===== config.mk =====
export PLATFORM = sky130hd
export DESIGN_NAME = spi_piso_tx_flat
export DESIGN_NICKNAME = d
export VERILOG_FILES = /design/src/rtl/spi_pkg.sv /design/src/rtl/spi_piso_tx_if.sv /design/src/rtl/spi_tx_holdbuf.sv /design/src/rtl/spi_piso_tx.sv /design/src/flat_wrapper.sv
export SDC_FILE = /design/constraint.sdc
export NUM_CORES = 1
export LEC_CHECK = 0
export BUFFER_PORTS_ARGS = -buffer_cell sky130_fd_sc_hd__buf_2
export CELL_PAD_IN_SITES_DETAIL_PLACEMENT = 0
export CELL_PAD_IN_SITES_GLOBAL_PLACEMENT = 1
export CORE_AREA = 2 2 44 51
export DETAILED_ROUTE_END_ITERATION = 7
export DIE_AREA = 0 0 46 53
export GPL_ROUTABILITY_DRIVEN = 0
export PLACE_DENSITY = 0.86
export SLEW_MARGIN = 40
export SYNTH_ARGS = -nofsm -noshare
export SYNTH_HDL_FRONTEND = slang
export SYNTH_SLANG_ARGS = --single-unit

===== constraint.sdc =====
create_clock -name clk -period 2.1 [get_ports clk]
set_clock_uncertainty 0.1 [all_clocks]
set_input_delay 0.42 -clock clk [delete_from_list [all_inputs] [get_ports clk]]
set_output_delay 0.42 -clock clk [all_outputs]
set_load 0.01 [all_outputs]

===== src/rtl/spi_pkg.sv =====
// Shared SPI definitions: the PISO transmit FSM states and the bit-order constants.
package spi_pkg;

  typedef enum logic {
    IDLE  = 1'b0,
    SHIFT = 1'b1
  } piso_state_t;

  localparam logic LITTLE_END = 1'b0;
  localparam logic BIG_END    = 1'b1;

endpackage


===== src/rtl/spi_piso_tx_if.sv =====
// Word-load handshake between the SPI master control and the PISO transmit shifter.
// A word transfers on a rising clk where TxValid && TxReady; TxData only matters in that cycle.
interface spi_piso_tx_if #(
  parameter int WordLen = 8
);

  logic [WordLen-1:0] TxData;
  logic               TxValid;
  logic               TxReady;

  modport master (
    output TxData,
    output TxValid,
    input  TxReady
  );

  modport slave (
    input  TxData,
    input  TxValid,
    output TxReady
  );

endinterface


===== src/rtl/spi_tx_holdbuf.sv =====
// One-word holding register that queues the next transmit word while the shifter is busy.
module spi_tx_holdbuf #(
  parameter int WordLen = 8
) (
  input  logic               clk,
  input  logic               rst,
  input  logic               load,
  input  logic               pop,
  input  logic [WordLen-1:0] data,
  output logic [WordLen-1:0] hold_data,
  output logic               hold_valid
);

  // load only happens while empty and pop only while full, so they never collide
  always_ff @(posedge clk or posedge rst) begin
    if (rst) begin
      hold_data  <= '0;
      hold_valid <= 1'b0;
    end else if (load) begin
      hold_data  <= data;
      hold_valid <= 1'b1;
    end else if (pop) begin
      hold_valid <= 1'b0;
    end
  end

endmodule


===== src/rtl/spi_piso_tx.sv =====
// SPI MOSI parallel-in/serial-out shifter with LSB/MSB-first order and word-done pulse.
// Define SPI_PISO_DBUF_EN to add a one-word holding register for gap-free back-to-back words.
module spi_piso_tx
  import spi_pkg::*;
#(
  parameter int WordLen = 8
) (
  input  logic         clk,
  input  logic         rst,
  input  logic         SCLKEdgeFlg,
  input  logic         EnPISO,
  input  logic         Endiannes,
  spi_piso_tx_if.slave tx,
  output logic         MOSI,
  output logic         Busy,
  output logic         WordDone,
  output piso_state_t  fsm_state
);

  localparam int                CntW   = $clog2(WordLen);
  localparam logic [CntW-1:0]   CntMax = CntW'(WordLen - 1);

  piso_state_t        state_q, state_d;
  logic [WordLen-1:0] sh_q, sh_d;
  logic               order_q, order_d;
  logic [CntW-1:0]    cnt_q, cnt_d;
  logic               done_q, done_d;

  logic               take;
  logic               shift_ev;
  logic               reload;
  logic [WordLen-1:0] reload_data;

  assign take     = tx.TxValid && tx.TxReady;
  assign shift_ev = (state_q == SHIFT) && EnPISO && SCLKEdgeFlg;

`ifdef SPI_PISO_DBUF_EN
  logic               last;
  logic [WordLen-1:0] hold_data;
  logic               hold_valid;

  assign last = shift_ev && (cnt_q == '0);

  spi_tx_holdbuf #(.WordLen(WordLen)) u_holdbuf (
    .clk        (clk),
    .rst        (rst),
    .load       (take && (state_q == SHIFT) && !last),
    .pop        (last && hold_valid),
    .data       (tx.TxData),
    .hold_data  (hold_data),
    .hold_valid (hold_valid)
  );

  assign tx.TxReady = ~hold_valid;
  // On the final edge the queued word wins; with nothing queued a same-cycle transfer bypasses.
  assign reload      = hold_valid || take;
  assign reload_data = hold_valid ? hold_data : tx.TxData;
`else
  assign tx.TxReady  = (state_q == IDLE);
  assign reload      = 1'b0;
  assign reload_data = '0;
`endif

  always_ff @(posedge clk or posedge rst) begin
    if (rst) begin
      state_q <= IDLE;
      sh_q    <= '0;
      order_q <= LITTLE_END;
      cnt_q   <= '0;
      done_q  <= 1'b0;
    end else begin
      state_q <= state_d;
      sh_q    <= sh_d;
      order_q <= order_d;
      cnt_q   <= cnt_d;
      done_q  <= done_d;
    end
  end

  always_comb begin
    state_d = state_q;
    sh_d    = sh_q;
    order_d = order_q;
    cnt_d   = cnt_q;
    done_d  = 1'b0;
    case (state_q)
      IDLE: begin
        if (take) begin
          state_d = SHIFT;
          sh_d    = tx.TxData;
          order_d = Endiannes;
          cnt_d   = CntMax;
        end
      end
      SHIFT: begin
        if (shift_ev) begin
          if (cnt_q != '0) begin
            sh_d  = (order_q == BIG_END) ? (sh_q << 1) : (sh_q >> 1);
            cnt_d = cnt_q - CntW'(1);
          end else begin
            done_d = 1'b1;
            if (reload) begin
              sh_d    = reload_data;
              order_d = Endiannes;
              cnt_d   = CntMax;
            end else begin
              state_d = IDLE;
              sh_d    = '0;
              cnt_d   = '0;
            end
          end
        end
      end
      default: state_d = IDLE;
    endcase
  end

  assign Busy      = (state_q == SHIFT);
  assign MOSI      = Busy && ((order_q == BIG_END) ? sh_q[WordLen-1] : sh_q[0]);
  assign WordDone  = done_q;
  assign fsm_state = state_q;

endmodule


===== src/flat_wrapper.sv =====
// flat-port wrapper written by rule: the top's interface ports become plain ports
module spi_piso_tx_flat import spi_pkg::*;
#(
  parameter int WordLen = 8
)
  (clk, rst, SCLKEdgeFlg, EnPISO, Endiannes, MOSI, Busy, WordDone, fsm_state, tx_TxData, tx_TxValid, tx_TxReady);
  spi_piso_tx_if #(.WordLen(WordLen)) tx_i ();
  input  logic clk;
  input  logic rst;
  input  logic SCLKEdgeFlg;
  input  logic EnPISO;
  input  logic Endiannes;
  output logic MOSI;
  output logic Busy;
  output logic WordDone;
  output piso_state_t fsm_state;
  input wire logic [$bits(tx_i.TxData)-1:0] tx_TxData;
  input wire logic [$bits(tx_i.TxValid)-1:0] tx_TxValid;
  output wire logic [$bits(tx_i.TxReady)-1:0] tx_TxReady;
  assign tx_i.TxData = tx_TxData;
  assign tx_i.TxValid = tx_TxValid;
  assign tx_TxReady = tx_i.TxReady;
  spi_piso_tx #(.WordLen(WordLen)) u_core (.clk(clk), .rst(rst), .SCLKEdgeFlg(SCLKEdgeFlg), .EnPISO(EnPISO), .Endiannes(Endiannes), .tx(tx_i), .MOSI(MOSI), .Busy(Busy), .WordDone(WordDone), .fsm_state(fsm_state));
endmodule

==> results of run 1 <==
-- cell families after synthesis --
family	count (synthesis)	share of synthesized area (%)
adders and majority gates	2	3.31
buffers and inverters	8	6.46
DFF	14	46.4
muxes	7	9.27
and+or+nand+nor	20	15.7
AOI/OAI and AO/OA	19	18.9
-- through the flow --
stage                     util [%]  instances  worst slack [ns]  hold slack, ns  power (mW)
final                         45.9        108             0.372          0.0660        1.17
after global routing          45.9        108             0.284           0.102        1.25
after CTS                     45.9        108             0.369          0.0800        1.17
after detailed placement      44.1        104             0.500           0.395       0.967
after global placement        44.1        104             0.531           0.384       0.952
after floorplan                  -         70             0.685           0.209       0.843
-- worst register-to-register path: stages (launching register included) --
cell      delay (ns)
dfrtp_1         0.41
nor2_1          0.16
ha_1            0.37
and4bb_2        0.28
a21oi_1         0.11
a21oi_1         0.08
-- placed cells by master (no fill, tap or decap) --
cell,synthesis,final
dfrtp_1,14,14
o221a_1,6,6
nand4b_1,1,1
buf_2,0,18
nor2_1,5,5
o311ai_1,1,1
clkbuf_4,1,3
and4bb_2,1,1
a31oi_1,2,2
inv_1,4,4
ha_1,2,2
and2b_2,1,1
buf_4,2,1
o21ai_0,7,7
a211o_1,1,1
and3_1,1,1
nand2b_1,1,1
nand2_1,4,4
and2_1,1,1
nand3_2,1,1
mux2i_1,7,7
a21oi_1,2,2
nand2_4,1,1
nor3_1,3,3
clkbuf_8,0,1
-- state kept, by name (all words and copies together) (netlist names) --
name and flops:
u_core.order_q 1, u_core.WordDone 1, u_core.Busy 1, u_core.cnt_q 3, u_core.sh_q 8
-- where the power goes --
group          internal (mW)  switching, mW  leakage, nW  total [mW]
sequential             0.387         0.0982        0.158       0.485
clock                  0.105         0.0951       0.0210       0.201
combinational          0.242          0.238        0.236       0.480
-- routing by layer --
layer  vias to the layer above  wire [um]  GRT usage [%]
li1                        294          -              -
met1                       301        743           17.3
met2                        19        803           24.8
met3                         2         95           2.39
met4                         0         27           10.0
met5                         -          0              0
-- cell type report --
| type | instances | area (um2) |
|---|---|---|
| clock buffers | 4 | 36.3 |
| fillers | 194 | 1030 |
| inverters | 4 | 15.0 |
| multi-input cells | 48 | 357 |
| flip-flops and latches | 14 | 350 |
| well taps | 19 | 23.8 |
| repair buffers | 19 | 97.6 |
-- final timing paths --
kind / startpoint / to / slack, ns / depth (start not counted)
worst min-delay path: rst / u_core.order_q / 0.07 / 2
worst min register to register: u_core.cnt_q[0] / u_core.cnt_q[0] / 0.45 / 1
worst max register to register: u_core.cnt_q[0] / u_core.sh_q[0] / 0.49 / 5
worst max-delay path: u_core.order_q / MOSI / 0.37 / 4
max in group asynchronous: rst / u_core.cnt_q[0] / 1.47 / 2
min in group clk: Endiannes / u_core.order_q / 0.23 / 3
==> metrics.md, run 1 <==
| Metric | Value |
|---|---|
| Area Overhead vs Synth | 16.4% |
| Post-detail-place hpwl | 1200 um |
| Leading area contributor after synthesis | dfrtp_1 |
| DRT Pass-1 Iters | 4 |
| Worst EP arrival | 1.21 ns |
| Max rail drop VDD | around 540 uV |
| Sequential share of the synthesized area | approximately 46% |
| Crit share post-route | 82.3% |
| RSZ-0062 raised after global routing | false |
| Synthesized area | about 760 um2 |
| Max Cap Viol | 0 |
| Initial antenna violation count | 0 |
| Setup bufs post-CTS | 0 |
| WL per Instance | 15.5 um |
| CP peak stage delay | between 0.3 and 0.4 ns |
| Final instance area | slightly below 900 um2 |
| IO Port Bufs | 18 |
| Post-route ant nets | 0 |
| Min Tclk post-route | 1.73 ns |
| Critical path's slowest cell | dfrtp_1 |
| Final TNS setup | 0 ns |
| Core Box Area | 1910 um2 |
| DR DRC count | 0 |
| Clk slew on worst S/H paths | 0.09 ns |
| Worst skew pair latency | about 0.28 ns |
| Vias in the first global route | around 590 |
| Clock Sinks | 14 |
| Vias post-DR | just over 600 |
| Avg Cell Area, Syn | between 10 and 15 um2 |
| Syn Nets | 86 |
| Hold Crit Class | input pin to asynchronous set/reset pin |
| Grt total ovfl | 0 |
| Fraction of layout cells with a size suffix above 1 | approximately 30% |
| Slew margin rel. | 63.3% |
| Kind of critical path | register to output pin |
| Main area contributors after synthesis | dfrtp_1 46%, mux2i_1 9.3%, o221a_1 8.9%, o21ai_0 4.6%, ha_1 3.3% |
| # IOs | 19 |
| Post-synth ARST share | 100% |
| Critical path data required time | roughly 1.6 ns |
| FF+latch count, synth | 14 |
| Mapped Cells | 70 |
| Worst-path cell chain | buf_4 -> mux2i_1 -> nor2_1 -> buf_2 |
| Gr usage total | between 15 and 20% |
| H-tree depth | 1 |
| Max-slew violations | 0 |
| Critical path endpoint category | output pin |
| Post-Route WL | approximately 1700 um |
| CTS tree | yes |
| Top delay family on crit path | flip-flops |
| Post-CTS Resized | 0 |
| Largest net degree at the start of global routing | 15 |
| Hold-fix buffers, CTS | 0 |
| Post-synth top area share | a little under half |
| Clock root buffer | clkbuf_4 |
| Measured slew at the worst slew-check pin | around 0.55 ns |
| Status | finished clean |
| Clk buf depth | 2 |
| Final #Nets | about 110 |
| Num CTS Buffers | 3 |
| Die area | 2440 um2 |
| Power density cells | roughly 1300 nW/um2 |
| Peak Freq | approximately 580 MHz |
| Critical Path Source Type | register |
| Ys flop type | dfrtp_1 |
| 1st-iter DRT viols | 12 |
| Final setup vio count | 0 |
| DR vias/cell | between 5 and 6 |
| Dpl cell area | about 840 um2 |
| Ys Warns | 0 |
| First-pass GRT wire length | between 2000 and 3000 um |
| Die W | between 40 and 50 um |
| FP Rows | 17 |
| Final Hold Fails | 0 |
| Netlist cell types | 24 |
| Synth cell count leaders | 14 x dfrtp_1, 7 x mux2i_1, 7 x o21ai_0 |
| Worst Path Max Fanout | 10 |
| Bufs and invs on worst path | 2 |
| Initial cell density of the core | between 30% and 40% |
| Count leader, synth | dfrtp_1 |
| Leak | between 0.4 and 0.5 nW |
| EDFF count, synth | 0 |
| Antenna cells | 0 |
| Die height | between 50 and 60 um |
No activity file was read; power rests on OpenSTA's default activity.
==> run 2: changes to the inputs <==
--- a/config.mk
+++ b/config.mk
@@ -8,11 +8,11 @@
 export BUFFER_PORTS_ARGS = -buffer_cell sky130_fd_sc_hd__buf_2
 export CELL_PAD_IN_SITES_DETAIL_PLACEMENT = 0
 export CELL_PAD_IN_SITES_GLOBAL_PLACEMENT = 1
-export CORE_AREA = 2 2 44 51
+export CORE_AREA = 2 2 48 54
 export DETAILED_ROUTE_END_ITERATION = 7
-export DIE_AREA = 0 0 46 53
+export DIE_AREA = 0 0 50 56
 export GPL_ROUTABILITY_DRIVEN = 0
-export PLACE_DENSITY = 0.86
+export PLACE_DENSITY = 0.79
 export SLEW_MARGIN = 40
 export SYNTH_ARGS = -nofsm -noshare
 export SYNTH_HDL_FRONTEND = slang
==> constraint.sdc (replaced) <==
create_clock -name clk -period 1.4 [get_ports clk]
set_clock_uncertainty 0.1 [all_clocks]
set_input_delay 0.28 -clock clk [delete_from_list [all_inputs] [get_ports clk]]
set_output_delay 0.28 -clock clk [all_outputs]
set_load 0.01 [all_outputs]
==> metrics.md, run 2 (synthesis gave the netlist of run 1 again) <==
| Metric | Value |
|---|---|
| Die area | 2800 um2 (was 2440 um2) |
| Violations in the final reports | negative setup slack |
| Largest regs | u_core.sh_q x8, u_core.cnt_q x3 (unchanged) |
| GR Layer Usage met3 | 2.69% (was 2.39%) |
| Area Overhead vs Synth | 32.8% (was 16.4%) |
| Crit share post-route | 104% |
| Vias in the first global route | 649 (was 594) |
| Die height | 56 um (was 53 um) |
| Min Tclk post-route | roughly 1.5 ns |
| DR DRC count | 0 (unchanged) |
| Num CTS Buffers | 3 (unchanged) |
| Post-route ant nets | 0 (unchanged) |
| GR peak layer | met2 (unchanged) |
| Vias post-DR | 639 (was 616) |
| Power Total | 1.92 mW (was 1.17 mW) |
| Clock Sinks | 14 (unchanged) |
| Flop-to-flop setup slack | 0.07 ns (was 0.49 ns) |
| Placed cell count | 120 (was 104) |
| Internal | 1.23 mW (was 735 uW) |
| Worst-path cell chain | mux2i_1 -> nor2_1 -> buf_2 (was buf_4 -> mux2i_1 -> nor2_1 -> buf_2) |
| Bufs and invs on worst path | 1 (was 2) |
| Most common cell after layout, fill and taps aside | buf_2 (unchanged) |
| Final #Nets | 116 (was 106) |
| Initial cell density of the core | 33.9% (was 39.5%) |
| Final setup vio count | 1 (was 0) |
| WL per Instance | 12.9 um (was 15.5 um) |
| CTS tree | yes (unchanged) |
| Kind of critical path | register to output pin (unchanged) |
| Critical path endpoint category | output pin (unchanged) |
| Sw Pwr | 690 uW (was 431 uW) |
| Critical Path Source Type | register (unchanged) |
| Grt total ovfl | 0 (unchanged) |
| Measured slew at the worst slew-check pin | 0.535 ns (was 0.550 ns) |
| Post-detail-place hpwl | 1170 um (was 1200 um) |
| Clk buf depth | 2 (unchanged) |
| Core Box Area | 2230 um2 (was 1910 um2) |
| RSZ-0062 raised after global routing | true (was false) |
| Most frequent cells in the layout | 17 x buf_2, 14 x dfrtp_1, 8 x buf_4 (was 18 x buf_2, 14 x dfrtp_1, 7 x mux2i_1, 7 x o21ai_0, 6 x o221a_1) |
| Leak | 0.471 nW (was 0.415 nW) |
| Register Area | 350 um2 (unchanged) |
| Switching Share | 35.9% (was 37.0%) |
| Clk slew on worst S/H paths | 0.09 ns (about the same) |
| # IOs | 19 (unchanged) |
| Initial antenna violation count | 0 (unchanged) |
| First-pass GRT wire length | 2840 um (was 2580 um) |
| Slew margin rel. | 64.3% (was 63.3%) |
| Fillcell total | 210 (was 194) |
| Final TNS setup | -0.0517 ns (was 0 ns) |
| Met2 usage | 20.3% (was 24.8%) |
| Power density cells | 1910 nW/um2 (was 1330 nW/um2) |
| Worst Path Max Fanout | 2 (was 10) |
| Clock root buffer | clkbuf_4 (unchanged) |
| H-tree depth | 1 (unchanged) |
| Fraction of layout cells with a size suffix above 1 | 41.4% (was 30.3%) |
| Fin cells | 129 (was 108) |
| Layout Utilization | 45.0% (was 45.9%) |
| Worst EP arrival | 1.07 ns (was 1.21 ns) |
| Post-Route WL | 1670 um (about the same) |
| Part of the power in combinational logic | 46.5% (was 41.2%) |
| Status | finished with violations (was finished clean) |
| IO Port Bufs | 18 (unchanged) |
| Peak Freq | about 700 MHz |
| Seq pwr share | 37.5% (was 41.6%) |
| Final Hold Fails | 0 (unchanged) |
| Largest net degree at the start of global routing | 15 (unchanged) |
| Top delay family on crit path | flip-flops (unchanged) |
| DRT Pass-1 Iters | 4 (unchanged) |
| Reg with most FFs | u_core.sh_q (unchanged) |
| 1st-iter DRT viols | 9 (was 12) |
| Antenna cells | 0 (unchanged) |
| Clock share of power | 16.1% (was 17.2%) |
| Largest register FFs | 8 (unchanged) |
| Worst skew pair latency | 0.29 ns (was 0.28 ns) |
| DR vias/cell | 4.95 (was 5.70) |
| Max rail drop VDD | 892 uV (was 535 uV) |
| Max Cap Viol | 0 (unchanged) |
| Multi-input gate area in the final layout | 373 um2 (was 357 um2) |
| Critical path's slowest cell | dfrtp_1 (unchanged) |
| Gr usage total | 13.5% (was 15.0%) |
| Max-slew violations | 0 (unchanged) |
| Met1 Usage GRT | 17.1% (was 17.3%) |
| CP peak stage delay | 0.38 ns (was 0.34 ns) |
| Die W | 50 um (was 46 um) |
| Critical path data required time | 1.02 ns (was 1.58 ns) |
| PnR worst setup slack | -0.0517 ns (was 0.372 ns) |
| FP Rows | 18 (was 17) |
| Hold Crit Class | input pin to register (was input pin to asynchronous set/reset pin) |
## run 2: cell count changes in the layout (fill, tap and decap cells not counted), moves of 3 or more
cell	delta
o21ai_1	+4
buf_6	+3
o21ai_0	-4
buf_4	+7
## run 2: timing repair
item                       4_1_cts  5_1_grt
resized for setup                4        9
buffers inserted                 2        3
setup endpoints to repair        3        9
pin swaps                        0        4
hold buffers                     1        0
hold endpoints to repair        14        0
## run 2: path summary, 6_finish.rpt
check | start | endpoint | cells past startpoint
max in group asynchronous | rst | u_core.sh_q[6] | 3
worst min-delay path | Endiannes | u_core.order_q | 3
worst min register to register | u_core.sh_q[4] | u_core.sh_q[4] | 1
worst max register to register | u_core.cnt_q[1] | u_core.sh_q[0] | 5
min in group asynchronous | rst | u_core.sh_q[2] | 3
worst max-delay path | u_core.order_q | MOSI | 3
## run 2: worst register-to-register path, cell delays in order (launching register included)
cell,delay [ns]
dfrtp_1,0.39
nor2_2,0.13
ha_2,0.20
and4bb_2,0.23
a21oi_2,0.10
a21oi_1,0.07
## run 2: power by group through the flow
| stage | clock network [mW] | logic (mW) | registers, mW |
|---|---|---|---|
| 5_1_grt | 0.325 | 0.984 | 0.741 |
| 3_3_place_gp | 0 | 0.745 | 0.727 |
| 6_report | 0.308 | 0.892 | 0.719 |
| 3_5_place_dp | 0 | 0.761 | 0.735 |
| 4_1_cts | 0.308 | 0.825 | 0.719 |
| 2_1_floorplan | 0 | 0.578 | 0.690 |
## run 2: routing by layer
| metal | up-vias | share of wire, % |
|---|---|---|
| li1 | 313 | - |
| met1 | 303 | 47 |
| met2 | 18 | 45 |
| met3 | 5 | 4.6 |
| met4 | 0 | 3.1 |
| met5 | - | 0 |
## run 2: layout make-up
type                    count  share of cell area, %
flip-flops and latches     14                   34.9
inverters                   4                   1.75
clock buffers               4                   3.62
repair buffers             29                   18.8
multi-input cells          48                   37.2
well taps                  30                   3.74
## run 2: through the flow
step | instance area, um2 | setup slack, ns | hold WS [ns]
after floorplan | 758 | 0.0117 | 0.0692
after global placement | 897 | 0.0730 | 0.246
after detailed placement | 897 | 0.00118 | 0.249
after CTS | 967 | -0.0490 | 0.0854
after global routing | 1000 | -0.115 | 0.108
final | 1000 | -0.0517 | 0.0777
==> run 3: changes to the inputs <==
--- a/config.mk
+++ b/config.mk
@@ -5,14 +5,14 @@
 export SDC_FILE = /design/constraint.sdc
 export NUM_CORES = 1
 export LEC_CHECK = 0
-export BUFFER_PORTS_ARGS = -buffer_cell sky130_fd_sc_hd__buf_2
 export CELL_PAD_IN_SITES_DETAIL_PLACEMENT = 0
 export CELL_PAD_IN_SITES_GLOBAL_PLACEMENT = 1
-export CORE_AREA = 2 2 48 54
+export CORE_AREA = 2 2 44 51
 export DETAILED_ROUTE_END_ITERATION = 7
-export DIE_AREA = 0 0 50 56
+export DIE_AREA = 0 0 46 53
+export DONT_BUFFER_PORTS = 1
 export GPL_ROUTABILITY_DRIVEN = 0
-export PLACE_DENSITY = 0.79
+export PLACE_DENSITY = 0.77
 export SLEW_MARGIN = 40
 export SYNTH_ARGS = -nofsm -noshare
 export SYNTH_HDL_FRONTEND = slang
==> metrics.md, run 3 (synthesis gave the netlist of run 1 again) <==
| Metric | Value |
|---|---|
| Worst-path cell chain | mux2i_2 -> nor2_4 (was mux2i_1 -> nor2_1 -> buf_2) |
| 1st-iter DRT viols | 4 (was 9) |
| Largest net degree at the start of global routing | 15 (unchanged) |
| DR DRC count | 0 (unchanged) |
| Initial cell density of the core | 39.5% (was 33.9%) |
| Final TNS setup | 0 ns (was -0.0517 ns) |
| Crit share post-route | 99.0% (was 104%) |
| Max rail drop VDD | 844 uV (was 892 uV) |
| Post-Route WL | 1700 um (was 1670 um) |
| WL per Instance | 16.5 um (was 12.9 um) |
| Reg with most FFs | u_core.sh_q (unchanged) |
| Vias post-DR | 579 (was 639) |
| Fillcell total | 178 (was 210) |
| Area Overhead vs Synth | 23.5% (was 32.8%) |
| Critical path endpoint category | output pin (unchanged) |
| Die area | 2440 um2 (was 2800 um2) |
| Min Tclk post-route | 1.39 ns (was 1.45 ns) |
| Grt total ovfl | 0 (unchanged) |
| Core Box Area | 1910 um2 (was 2230 um2) |
| Multi-input gate area in the final layout | 393 um2 (was 373 um2) |
| CTS tree | yes (unchanged) |
| Worst skew pair latency | 0.28 ns (was 0.29 ns) |
| Hold Startpoint | tx_TxValid (was Endiannes) |
| RSZ-0062 raised after global routing | true (unchanged) |
| Clk slew on worst S/H paths | 0.08 ns (was 0.09 ns) |
| Register Area | 352 um2 (was 350 um2) |
| Final Hold Fails | 0 (unchanged) |
| First-pass GRT wire length | 2990 um (was 2840 um) |
| Critical R2R Launch | u_core.cnt_q[0] (was u_core.cnt_q[1]) |
| H-tree depth | 1 (unchanged) |
| DRT Pass-1 Iters | 2 (was 4) |
| Fin cells | 103 (was 129) |
| # IOs | 19 (unchanged) |
| Post-route ant nets | 0 (unchanged) |
| CP peak stage delay | 0.43 ns (was 0.38 ns) |
| Final #Nets | 102 (was 116) |
| Critical path's slowest cell | dfrtp_2 (was dfrtp_1) |
| Post-detail-place hpwl | 1290 um (was 1170 um) |
| Max-slew violations | 0 (unchanged) |
| Clk buf depth | 2 (unchanged) |
| Layout Utilization | 48.8% (was 45.0%) |
| Num CTS Buffers | 3 (unchanged) |
| Kind of critical path | register to output pin (unchanged) |
| Die W | 46 um (was 50 um) |
| Placed cell count | 94 (was 120) |
| Worst Path Max Fanout | 2 (unchanged) |
| Gr usage total | 17.5% (was 13.5%) |
| Largest register FFs | 8 (unchanged) |
| IO Port Bufs | 0 (was 18) |
| Worst Setup SP | u_core.order_q (unchanged) |
| Clock Sinks | 14 (unchanged) |
| Peak Freq | 721 MHz (was 689 MHz) |
| Top delay family on crit path | flip-flops (unchanged) |
| Worst EP arrival | 1.01 ns (was 1.07 ns) |
| Bufs and invs on worst path | 0 (was 1) |
| Critical path data required time | 1.02 ns (about the same) |
| Die height | 53 um (was 56 um) |
| Status | finished clean (was finished with violations) |
| Flop-to-flop setup slack | 0.02 ns (was 0.07 ns) |
| Final setup vio count | 0 (was 1) |
| Vias in the first global route | 646 (was 649) |
| Largest regs | u_core.sh_q x8, u_core.cnt_q x3 (unchanged) |
| Initial antenna violation count | 0 (unchanged) |
| Hold Crit Class | input pin to register (unchanged) |
| Antenna cells | 0 (unchanged) |
| Critical Path Source Type | register (unchanged) |
| Measured slew at the worst slew-check pin | 0.528 ns (was 0.535 ns) |
| Most common cell after layout, fill and taps aside | dfrtp_1 (was buf_2) |
| Most frequent cells in the layout | 13 x dfrtp_1, 11 x buf_4, 6 x mux2i_1, 6 x o221a_1, 5 x o21ai_0 (was 17 x buf_2, 14 x dfrtp_1, 8 x buf_4) |
| Slew margin rel. | 64.7% (was 64.3%) |
| DR vias/cell | 5.62 (was 4.95) |
| FP Rows | 17 (was 18) |
| Leak | 0.401 nW (was 0.471 nW) |
| Clock root buffer | clkbuf_4 (unchanged) |
| Power density cells | 1980 nW/um2 (was 1910 nW/um2) |
| Fraction of layout cells with a size suffix above 1 | 34.5% (was 41.4%) |
| Max Cap Viol | 0 (unchanged) |
-- run 3: changes by cell type in the layout (fill, tap and decap cells not counted), sizes merged --
cell	delta
buf	-15
clkbuf	-1
dlygate4sd3	+1
-- run 3: cell type report --
cell class	count	share of cell area (%)
clock buffer	3	2.41
inverter	4	1.88
sequential	14	37.7
tap	19	2.55
multi-input combinational	48	42.1
timing repair buffer	15	13.4
-- run 3: stage by stage --
| stage | hold WS [ns] | power [mW] | worst slack (ns) | area [um2] |
|---|---|---|---|---|
| final | 0.0386 | 1.85 | 0.0136 | 933 |
| after global routing | 0.0596 | 2.01 | -0.0347 | 933 |
| after CTS | 0.0365 | 1.80 | 0.00296 | 895 |
| after detailed placement | 0.136 | 1.50 | -0.00999 | 816 |
| after global placement | 0.146 | 1.46 | 0.0290 | 816 |
| after floorplan | 0.0692 | 1.27 | 0.0117 | 758 |
-- run 3: layer usage --
metal	track usage, %	vias to the layer above	share of wire, %
met4	9.52	0	1.3
met5	0	-	0
li1	-	285	-
met2	28.5	16	51
met1	20.4	276	42
met3	4.44	2	5.2
-- run 3: final timing paths --
kind	end	depth (start not counted)
min in group asynchronous	u_core.cnt_q[2]	2
max in group asynchronous	u_core.order_q	2
min	u_core.Busy	2
max	MOSI	2
min reg2reg	u_core.cnt_q[1]	2
max reg2reg	u_core.sh_q[0]	5
-- run 3: power breakdown --
group	switching, mW	total, mW	internal, mW	leakage (nW)
Sequential	0.154	0.738	0.584	0.157
Clock	0.128	0.228	0.0998	0.0138
Combinational	0.403	0.886	0.483	0.231
-- run 3: timing repair --
item,4_1_cts,5_1_grt
endpoints found under the setup margin,3,13
resized for setup,7,9
gates cloned,0,0
setup buffers,2,2
hold endpoints to repair,15,0
hold buffers,2,0
pin swaps,0,8
